[config.mk]
export PLATFORM = sky130hd
export DESIGN_NAME = cpu_sequencer
export DESIGN_NICKNAME = d
export VERILOG_FILES = /design/src/rtl/seq_pkg.sv /design/src/rtl/sat_counter.sv /design/src/rtl/cpu_sequencer.sv
export SDC_FILE = /design/constraint.sdc
export NUM_CORES = 1
export LEC_CHECK = 0
export CAP_MARGIN = 25
export CELL_PAD_IN_SITES_DETAIL_PLACEMENT = 0
export CELL_PAD_IN_SITES_GLOBAL_PLACEMENT = 1
export CORE_AREA = 10 10 110 112
export CTS_CLUSTER_DIAMETER = 80
export DETAILED_ROUTE_END_ITERATION = 8
export DIE_AREA = 0 0 120 122
export PLACE_DENSITY_LB_ADDON = 0.1
export RECOVER_POWER = 100
export SYNTH_ARGS = -nofsm -noshare
export SYNTH_HDL_FRONTEND = slang
export SYNTH_SLANG_ARGS = --single-unit
[constraint.sdc]
create_clock -name CLK -period 4.4 [get_ports CLK]
set_input_delay 0.88 -clock CLK [delete_from_list [all_inputs] [get_ports CLK]]
set_output_delay 0.88 -clock CLK [all_outputs]
set_load 0.02 [all_outputs]
[src/rtl/seq_pkg.sv]
// seq_pkg: shared definitions for the CPU control sequencer.
//   - seq_state_t   : sequencer state enumeration (S_PAUSE only when
//                     SEQ_SINGLE_STEP_EN is defined)
//   - STP_OPCODE    : instr[15:9] value of the STP (halt) instruction
//   - CNT_W_DEFAULT : default width of the debug counters
//   - PH_*          : one-hot phase encoding {EXEC2, EXEC1, FETCH}, shared
//                     with the decoder bench
package seq_pkg;

  localparam int         CNT_W_DEFAULT = 32;
  localparam logic [6:0] STP_OPCODE    = 7'b0111111;

  typedef enum logic [2:0] {
    S_IDLE  = 3'd0,
    S_FETCH = 3'd1,
    S_EXEC1 = 3'd2,
    S_EXEC2 = 3'd3,
`ifdef SEQ_SINGLE_STEP_EN
    S_PAUSE = 3'd5,
`endif
    S_HALT  = 3'd4
  } seq_state_t;

  localparam logic [2:0] PH_NONE  = 3'b000;
  localparam logic [2:0] PH_FETCH = 3'b001;
  localparam logic [2:0] PH_EXEC1 = 3'b010;
  localparam logic [2:0] PH_EXEC2 = 3'b100;

  // Phase strobes implied by a state; idle, halt and pause drive none.
  function automatic logic [2:0] phase_of(input seq_state_t s);
    logic [2:0] ph;
    case (s)
      S_FETCH: ph = PH_FETCH;
      S_EXEC1: ph = PH_EXEC1;
      S_EXEC2: ph = PH_EXEC2;
      default: ph = PH_NONE;
    endcase
    return ph;
  endfunction

  // True when the instruction word encodes STP.
  function automatic logic is_stp(input logic [15:0] w);
    return (w[15:9] == STP_OPCODE);
  endfunction

endpackage

[src/rtl/sat_counter.sv]
// sat_counter: W-bit up counter that sticks at all-ones instead of wrapping.
// Ports:
//   CLK  - clock, counts on the rising edge
//   nRST - asynchronous active-low clear
//   inc  - count enable for this cycle
//   q    - current count
module sat_counter #(
  parameter int W = 32
) (
  input  logic         CLK,
  input  logic         nRST,
  input  logic         inc,
  output logic [W-1:0] q
);

  logic [W-1:0] q_r;

  // Count register: increments on inc unless already saturated.
  always_ff @(posedge CLK or negedge nRST) begin
    if (!nRST) begin
      q_r <= {W{1'b0}};
    end else if (inc && (q_r != {W{1'b1}})) begin
      q_r <= q_r + {{(W-1){1'b0}}, 1'b1};
    end
  end

  assign q = q_r;

endmodule

[src/rtl/cpu_sequencer.sv]
// cpu_sequencer: FETCH / EXEC1 / [EXEC2] instruction sequencer for the
// 16-bit CPU, with instruction register, STP halt and debug counters.
// Optional feature macro: SEQ_SINGLE_STEP_EN (adds step_mode/step ports and
// a PAUSE state entered after each retired instruction in step mode).
// Ports:
//   CLK, nRST        - clock, asynchronous active-low reset
//   run              - start request, looked at only in IDLE
//   instr_in/valid   - word from instruction RAM, captured in FETCH
//   E2               - decoder request for a second execute cycle (EXEC1)
//   step_mode, step  - single-step controls (SEQ_SINGLE_STEP_EN only)
//   FETCH/EXEC1/EXEC2- registered one-hot phase strobes
//   instr            - instruction register feeding the decoder
//   halted           - high while in HALT
//   cycle_count      - saturating count of FETCH/EXEC1/EXEC2 cycles
//   retired_count    - saturating count of completed instructions
module cpu_sequencer
  import seq_pkg::*;
#(
  parameter int CNT_W = CNT_W_DEFAULT
) (
  input  logic             CLK,
  input  logic             nRST,
  input  logic             run,
  input  logic [15:0]      instr_in,
  input  logic             instr_valid,
`ifdef SEQ_SINGLE_STEP_EN
  input  logic             step_mode,
  input  logic             step,
`endif
  input  logic             E2,
  output logic             FETCH,
  output logic             EXEC1,
  output logic             EXEC2,
  output logic [15:0]      instr,
  output logic             halted,
  output logic [CNT_W-1:0] cycle_count,
  output logic [CNT_W-1:0] retired_count
);

  seq_state_t  state_r;
  seq_state_t  state_nxt_s;
  seq_state_t  resume_state_s;
  logic [2:0]  phase_r;
  logic        halted_r;
  logic [15:0] instr_r;
  logic        instr_load_s;
  logic        retire_s;
  logic        busy_s;

  // Where a retired (non-STP) instruction goes next.
`ifdef SEQ_SINGLE_STEP_EN
  assign resume_state_s = step_mode ? S_PAUSE : S_FETCH;
`else
  assign resume_state_s = S_FETCH;
`endif

  // Next-state, instruction-capture and retire decode.
  always_comb begin
    state_nxt_s  = state_r;
    instr_load_s = 1'b0;
    retire_s     = 1'b0;
    case (state_r)
      S_IDLE: begin
        if (run) begin
          state_nxt_s = S_FETCH;
        end else begin
          state_nxt_s = S_IDLE;
        end
      end
      S_FETCH: begin
        if (instr_valid) begin
          instr_load_s = 1'b1;
          state_nxt_s  = S_EXEC1;
        end else begin
          state_nxt_s  = S_FETCH;
        end
      end
      S_EXEC1: begin
        // STP wins over E2 so a halting instruction never gets an EXEC2.
        if (is_stp(instr_r)) begin
          retire_s    = 1'b1;
          state_nxt_s = S_HALT;
        end else if (E2) begin
          state_nxt_s = S_EXEC2;
        end else begin
          retire_s    = 1'b1;
          state_nxt_s = resume_state_s;
        end
      end
      S_EXEC2: begin
        retire_s    = 1'b1;
        state_nxt_s = resume_state_s;
      end
      S_HALT: begin
        state_nxt_s = S_HALT;
      end
`ifdef SEQ_SINGLE_STEP_EN
      S_PAUSE: begin
        if (step || !step_mode) begin
          state_nxt_s = S_FETCH;
        end else begin
          state_nxt_s = S_PAUSE;
        end
      end
`endif
      default: begin
        state_nxt_s = S_IDLE;
      end
    endcase
  end

  // State, strobes and halt flag; strobes are registered from the next state
  // so they come straight off flops and always match state_r.
  always_ff @(posedge CLK or negedge nRST) begin
    if (!nRST) begin
      state_r  <= S_IDLE;
      phase_r  <= PH_NONE;
      halted_r <= 1'b0;
    end else begin
      state_r  <= state_nxt_s;
      phase_r  <= phase_of(state_nxt_s);
      halted_r <= (state_nxt_s == S_HALT);
    end
  end

  // Instruction register: changes only on a FETCH capture.
  always_ff @(posedge CLK or negedge nRST) begin
    if (!nRST) begin
      instr_r <= 16'h0000;
    end else if (instr_load_s) begin
      instr_r <= instr_in;
    end
  end

  assign busy_s = |phase_r;

  sat_counter #(.W(CNT_W)) u_cycle_cnt (
    .CLK  (CLK),
    .nRST (nRST),
    .inc  (busy_s),
    .q    (cycle_count)
  );

  sat_counter #(.W(CNT_W)) u_retired_cnt (
    .CLK  (CLK),
    .nRST (nRST),
    .inc  (retire_s),
    .q    (retired_count)
  );

  assign FETCH  = phase_r[0];
  assign EXEC1  = phase_r[1];
  assign EXEC2  = phase_r[2];
  assign instr  = instr_r;
  assign halted = halted_r;

endmodule

# Word level (Yosys, flattened, before mapping)
# Cells that the tools add are included.
dict set report totals {
  regBits 87
  output_inout_bits 84
}
dict set report op_classes {
  addsub 2
  eq_ne 11
  mux 11
  reduce_logical 4
}
# operator n
set op_table {}
lappend op_table {{$add 32x1->32 const B} 2}
lappend op_table {{$ne 32x32->1 const B} 2}
lappend op_table {{$pmux 3 s5} 1}
lappend op_table {{$eq 3x2->1 const B} 4}
lappend op_table {{$pmux 3 s3} 1}
lappend op_table {{$eq 7x6->1 const B} 1}
lappend op_table {{$eq 3x1->1 const B} 2}
lappend op_table {{$eq 3x3->1 const B} 2}
lappend op_table {{$mux 1} 5}
lappend op_table {{$mux 2} 2}
lappend op_table {{$logic_not 3->1} 1}
lappend op_table {{$mux 3} 1}
lappend op_table {{$reduce_or 3->1} 1}
lappend op_table {{$logic_and 1x1->1} 2}
lappend op_table {{$pmux 1 s2} 1}

# Longest topological paths before layout
# Gate-level depths: netlist of the first run.
dict set report depth {
  word_depth 5
  ltp_mapped 7
}

# Cells and area by module
# A second synthesis of the first run with hierarchy kept.
dict set report unflattened {
  cells_unflattened 356
  area_unflattened_um2 4129.0
}
# mod n_inst cells_per_inst area_per_inst_um2 seq_area_each_um2
set modules_own_cells {}
lappend modules_own_cells {{sat_counter at u_retired_cnt} 1 151 1624.1 800.8}
lappend modules_own_cells {{sat_counter at u_cycle_cnt} 1 140 1522.7 800.8}
lappend modules_own_cells {cpu_sequencer 1 65 982.2 575.6}

# Worst setup path after synthesis of the first run
# OpenSTA, ideal clock, no wires.
dict set report synth_path {
  kind {reg2reg}
  startpoint {reg u_retired_cnt.q_r[0] (netlist: u_retired_cnt.q[0])}
  endpoint {reg u_retired_cnt.q_r[1] (netlist: u_retired_cnt.q[1])}
  t_arrival_ns 2.209
  required_ns 4.275
  slack_ns 2.066
  path_stages_with_launch 8
  path_buffers 1
  period_less_slack_ns 2.334
  path_cell_list {dfrtp_1 > ha_1 > nand4_1 > or4_4 > or3_1 > buf_6 > nand2_4 > mux2_4}
}
dict set report synth_between {
  elab_chain_cells 2
  word_cells_on_any_way 3
  classes_between {add/sub: 1; eq/ne: 1; reduce/logical: 1}
}
# item line
set synth_lines {}
lappend synth_lines {{start: declaration} sat_counter.sv:16} ;# logic [W-1:0] q_r;
lappend synth_lines {{start signal: assignment} sat_counter.sv:21} ;# q_r <= {W{1'b0}};
lappend synth_lines {{start signal: assignment} sat_counter.sv:23} ;# q_r <= q_r + {{(W-1){1'b0}}, 1'b1};
lappend synth_lines {{parallel branches: the longest is 2 deep, another holds $add 32x1->32} n/a}
# Several ways; the timed one is not identified.
# A chain may end at the register's enable or synchronous reset.

# Worst setup path after layout of the first run
dict set report layout_path {
  startpoint {in instr_valid}
  endpoint {reg instr_r[9] (netlist: instr[9])}
}
dict set report layout_between {
  elab_chain_cells 2
}
# item line
set layout_lines {}
lappend layout_lines {{start: declaration} cpu_sequencer.sv:25} ;# input logic instr_valid,
lappend layout_lines {{$mux 1} cpu_sequencer.sv:71} ;# if (instr_valid) begin
lappend layout_lines {{$mux 1} cpu_sequencer.sv:62} ;# case (state_r)
lappend layout_lines {{end signal: assignment} cpu_sequencer.sv:131} ;# instr_r <= instr_in;
lappend layout_lines {{end: declaration} cpu_sequencer.sv:45} ;# logic [15:0] instr_r;
# No other way between the ends.

==> results of run 1 <==
routing by layer:
layer  GRT usage (%)  up-vias  routed length [um]
li1                -     1491                   -
met1            18.3     1486                4480
met2            22.2       66                4750
met3            3.93       11                 609
met4            4.45        0                 138
met5               0        -                   0
registers in the layout, summed over array words and instances, names as in the netlist:
name,count
state_r,3
u_cycle_cnt.q,32
instr,16
u_retired_cnt.q,32
halted,1
phase_r,3
placed cells by master (no fill, tap or decap), types with 3 or more instances in the layout:
master | synthesis | routed
nor2b_1 | 3 | 3
dfrtp_1 | 87 | 87
inv_1 | 9 | 9
clkbuf_1 | 1 | 4
nand2_1 | 16 | 17
dlygate4sd3_1 | 0 | 86
and3_1 | 6 | 6
nor2_1 | 32 | 32
nor4_1 | 7 | 7
clkdlybuf4s50_1 | 0 | 17
mux2_2 | 17 | 17
xnor2_1 | 35 | 35
xor2_1 | 27 | 27
nand3_1 | 28 | 28
or3_1 | 4 | 4
nand4b_1 | 3 | 3
or2_2 | 6 | 6
clkbuf_8 | 0 | 11
nor3_1 | 16 | 17
and4_1 | 3 | 3
nand4_1 | 26 | 26
per-stage QoR:
stage	worst slack, ns	cells	hold WS [ns]	instance area [um^2]	util (%)
finish	1.27	611	0.488	5380	53.5
global route	1.03	611	0.502	5380	53.5
CTS	1.91	611	0.494	5420	53.9
detailed placement	1.56	595	0.482	5210	51.8
global placement	1.65	594	0.481	5200	51.7
floorplan	2.07	356	0.480	4000	-
where the power goes:
group	switching [uW]	internal, uW	total [uW]
logic	442	368	810
registers	137	949	1090
clock network	284	295	579
worst paths after layout:
check | startpoint | endpoint | slack, ns | depth (start not counted)
worst min-delay path | u_cycle_cnt.q[31] | u_cycle_cnt.q[31] | 0.49 | 1
min in group asynchronous | nRST | u_cycle_cnt.q[29] | 0.92 | 1
max in group asynchronous | nRST | u_cycle_cnt.q[11] | 1.59 | 2
worst min register to register | u_cycle_cnt.q[31] | u_cycle_cnt.q[31] | 0.49 | 1
worst max register to register | u_retired_cnt.q[0] | u_retired_cnt.q[4] | 1.66 | 6
worst max-delay path | instr_valid | instr[9] | 1.27 | 5
area by class of cell:
| cell class | count | area share, % |
|---|---|---|
| Clock buffer | 12 | 2.89 |
| Inverter | 9 | 0.628 |
| Tap cell | 136 | 3.16 |
| Sequential cell | 87 | 40.5 |
| Multi-Input combinational cell | 256 | 32.3 |
| Timing Repair Buffer | 107 | 19.5 |
| Clock inverter | 4 | 1.00 |
cells by family after synthesis:
kind of cell               after synthesis  synth area share (%)
AOI/OAI and AO/OA                       10                  1.66
xor gates and xnor gates                62                  13.6
adders and majority gates                2                 0.625
buffers and inverters                   13                  1.47
DFF                                     87                  54.4
muxes                                   18                  5.16
and+or+nand+nor                        164                  23.1
==> impl_metrics.tcl, run 1 <==
set metrics [dict create \
    multi_input_area_um2 1740 \
    worstPathArrival_ns 3.36 \
    routed_wl_um 9970 \
    relSlewSlack_pct -5.51 \
    drv_cap 1 \
    gp_congestion 0.826 \
    dieArea_um2 14600 \
    synth_area_leaders "dfrtp_1, xnor2_1, xor2_1" \
    grt_pass1_wl_um 16800 \
    place_hpwl_um 7510 \
    clkTransAtPathRegs_ns 0.09 \
    power_uw 2480 \
    synth_area_um2 4000 \
    route.detailed.wl_per_inst_um 16.3 \
    drc 0 \
    register_area_um2 2180 \
    ir_worst_vdd_uv 297 \
    setup.worst_path.end_class "register" \
    setup_viol 0 \
    grt-ovfl-total 0 \
    path_cells "dlygate4sd3_1 -> nand2b_1 -> nor3b_1 -> clkbuf_1 -> mux2_2" \
    yosysUniqueCellTypes 43 \
    yosysSeqAreaShare_pct 54.4 \
    antenna_found_initial 0 \
    io_pins 105 \
    synth_top_cell_by_area "dfrtp_1" \
    status "complete, but fails checks" \
    synth_seq_cells 87 \
    ys_warn_count 0 \
    hold_buffers 0 \
    root_buffer "clkbuf_8" \
    area_delta_synth_final_pct 34.4 \
    rsz0062_at_grt "false" \
    die_x_um 120 \
    vias_per_cell 5.00 \
    leakage_uw 0.00243 \
    initial_utilization_pct 39.8 \
    cp_max_fo 10 \
    grt_pass1_vias 3069 \
    row_count 37 \
    finalCritPeriodShare_pct 71.1 \
    die_h_um 122 \
    num_antenna_cells 0 \
    synth_nets 379 \
    critPathTopFamily "simple AND/OR/NAND/NOR gates" \
    max_clock_freq_ghz 0.320 \
    vias 3054 \
    first_pass_iters 4 \
    final_antenna_net_count 0 \
    final_layout_size_suffix_gt1_share_pct 8.63 \
    finalHoldViolCount 0 \
    dr.first_iter.drc_count 144 \
    violations "max-capacitance violations, max-slew violations" \
    postSynthAreaPerCell_um2 11.2 \
    synth_edf_count 0 \
    synthTopCellsByCount "dfrtp_1, xnor2_1, nor2_1, nand3_1, xor2_1" \
    synth_top_area_share_pct 54.4 \
    tns_ns 0 \
    worstSetupPathType "in -> reg" \
    critPathBufInv 2 \
    grt_use_total_pct 14.0 \
    ys_async_sr_fraction_pct 100 \
    io_buffer_count 104 \
    fp.coreArea_um2 10000 \
    syn_inst 356 \
    min_period_ns 3.13 \
    fill_cells 946 \
    ys.flop_type "dfrtp_1" \
    synth_most_common_cell "dfrtp_1" \
    crit_slowest_cell "nor3b_1" \
    tightest_slew_ns 1.58 \
    maxSlewViolCount 65 \
    worstHoldPathType "reg -> reg" \
    cts-htree-levels 3 \
    power.density_nw_per_um2 460 \
    skew_ns 0.0137 \
    cts_made_buffers 9 \
    clock_sinks 87 \
    critPathMaxStageDelay_ns 1.04 \
    final_nets 493 \
    required_ns 4.63 \
    cts_resized 0 \
    grt_max_degree 65 \
    worstSkewPairLatency_ns 0.34 \
    startpoint_type "primary input" \
    cts_buffer_depth 2 \
    cts_tree "yes" \
    cts_setup_buffers 0 \
]
Power figures use the tool's default switching activity.
==> inputs of run 2 (changes only) <==
--- a/config.mk
+++ b/config.mk
@@ -8,10 +8,10 @@
 export CAP_MARGIN = 25
 export CELL_PAD_IN_SITES_DETAIL_PLACEMENT = 0
 export CELL_PAD_IN_SITES_GLOBAL_PLACEMENT = 1
-export CORE_AREA = 10 10 110 112
+export CORE_AREA = 10 10 114 116
 export CTS_CLUSTER_DIAMETER = 80
 export DETAILED_ROUTE_END_ITERATION = 8
-export DIE_AREA = 0 0 120 122
+export DIE_AREA = 0 0 124 126
 export PLACE_DENSITY_LB_ADDON = 0.1
 export RECOVER_POWER = 100
 export SYNTH_ARGS = -nofsm -noshare
==> constraint.sdc (replaced) <==
create_clock -name CLK -period 2.9 [get_ports CLK]
set_input_delay 0.58 -clock CLK [delete_from_list [all_inputs] [get_ports CLK]]
set_output_delay 0.58 -clock CLK [all_outputs]
set_load 0.02 [all_outputs]
==> run 2 against run 1 <==
Net effect: the flow still finishes with violations (max-capacitance violations, max-slew violations); combinational power is 53% higher; non-clock buffer count increased by 2; global-route usage decreased by 0.74 points; count of clock-buffer cells in the layout down 1; largest power group unchanged; highest routed layer unchanged.
==> impl_metrics.tcl, run 2 (synthesized netlist as in run 1, its figures left out) <==
set metrics [dict create \
    antenna_found_initial 1 \
    area_delta_synth_final_pct 36.0 \
    hold_buffers 0 \
    timing.hold.ws_ns 0.495 \
    maxSlewViolCount 38 \
    dpl.cell_count 601 \
    dr.first_iter.drc_count 174 \
    grtUsageMet3_pct 4.69 \
    power_switching_uw 1320 \
    p_int_uw 2580 \
    row_count 38 \
    pwr-share-comb_pct 31.8 \
    switching_share_pct 33.8 \
    fp.coreArea_um2 10700 \
    skew_ns 0.00991 \
    grt_pass1_wl_um 16800 \
    vias 3076 \
    worstPathArrival_ns 2.71 \
    first_pass_iters 5 \
    critPathMaxStageDelay_ns 0.60 \
    startpoint_type "register" \
    cts_buffer_depth 2 \
    route.detailed.wl_per_inst_um 16.5 \
    place_ws_ns 0.459 \
    multi_input_area_um2 1740 \
    cts_made_buffers 9 \
    crit_slowest_cell "or4_1" \
    drc 0 \
    grt-ovfl-total 0 \
    die_h_um 126 \
    final_nets 495 \
    die_x_um 124 \
    violations "max-capacitance violations, max-slew violations" \
    clock_sinks 87 \
    busiest_layer "met2" \
    max_clock_freq_ghz 0.403 \
    worstSkewPairLatency_ns 0.35 \
    final_antenna_net_count 0 \
    cts-htree-levels 3 \
    power.density_nw_per_um2 717 \
    power_uw 3900 \
    worstSetupPathType "reg -> reg" \
    leakage_uw 0.00244 \
    grt_util_met2_pct 20.6 \
    final_common_cell "dfrtp_1" \
    clkTransAtPathRegs_ns 0.09 \
    io_pins 105 \
    dieArea_um2 15600 \
    setup_viol 0 \
    finalHoldViolCount 0 \
    critPathBufInv 0 \
    grt_pass1_vias 3100 \
    finalWorstSetupSlack_ns 0.421 \
    final_cells 618 \
    tightest_slew_ns 2.16 \
    fill_cells 1005 \
    tns_ns 0 \
    final_layout_size_suffix_gt1_share_pct 9.01 \
    relSlewSlack_pct -44.1 \
    use_met1_pct 17.0 \
    reg2reg_slack_ns 0.42 \
    ir_worst_vdd_uv 487 \
    register_area_um2 2180 \
    place_hpwl_um 7690 \
    io_buffer_count 104 \
    path_cells "ha_1 -> nand4_1 -> or4_1 -> or3_1 -> nand2_4 -> mux2_1" \
    critPathTopFamily "simple AND/OR/NAND/NOR gates" \
    rsz0062_at_grt "false" \
    gp_congestion 0.785 \
    cts_tree "yes" \
    sequentialPowerShare_pct 42.1 \
    cts_resized 0 \
    finalCritPeriodShare_pct 85.5 \
    required_ns 3.13 \
    final_cell_mix "dfrtp_1, dlygate4sd3_1, xnor2_1" \
    initial_utilization_pct 37.4 \
    cts_setup_buffers 0 \
    p_clk_share_pct 26.1 \
    grt_max_degree 39 \
    grt_use_total_pct 13.3 \
    status "complete, but fails checks" \
    min_period_ns 2.48 \
    root_buffer "clkbuf_8" \
    worstHoldPathType "reg -> reg" \
    drv_cap 1 \
    routed_wl_um 10200 \
    setup.worst_path.end_class "register" \
    vias_per_cell 4.98 \
    cp_max_fo 9 \
]
-- run 2: through the flow --
stage	utilization [%]	cell area (um^2)
floorplan	-	4000
global placement	49.0	5240
detailed placement	49.0	5240
CTS	51.2	5480
global route	50.9	5440
finish	50.9	5440
-- run 2: power groups by stage --
stage | clock network (uW) | registers [uW] | logic (uW)
final | 1020 | 1640 | 1240
after global routing | 1100 | 1690 | 1340
after CTS | 1050 | 1660 | 1370
after detailed placement | 0 | 1680 | 1370
after global placement | 0 | 1670 | 1360
after floorplan | 0 | 1910 | 479
-- run 2: cell type report --
type / count / area share, %
clock buffer: 11 / 2.41
tap: 140 / 3.22
timing repair buffer: 109 / 19.7
inverter: 9 / 0.621
antenna: 1 / 0.0460
clock inverter: 5 / 1.95
sequential: 87 / 40.0
multi-input combinational: 256 / 32.0
-- run 2: metal layers --
layer | vias to the layer above | part of all wire, %
met4 | 0 | 0.87
li1 | 1505 | -
met5 | - | 0
met1 | 1489 | 44
met2 | 74 | 47
met3 | 8 | 7.7
-- run 2: worst paths after layout --
kind,start,to,depth (start not counted)
setup / recovery,u_retired_cnt.q[0],u_retired_cnt.q[1],6
hold / removal,u_retired_cnt.q[27],u_retired_cnt.q[27],1
setup reg to reg,u_retired_cnt.q[0],u_retired_cnt.q[1],6
hold reg to reg,u_retired_cnt.q[27],u_retired_cnt.q[27],1
max in group asynchronous,nRST,u_cycle_cnt.q[0],2
min in group asynchronous,nRST,u_cycle_cnt.q[20],1
-- run 2: worst reg2reg max path: stages, from the launching register on --
cell and delay, ns:
dfrtp_1 0.41, ha_1 0.21, nand4_1 0.17, or4_1 0.60, or3_1 0.51, nand2_4 0.14, mux2_1 0.32
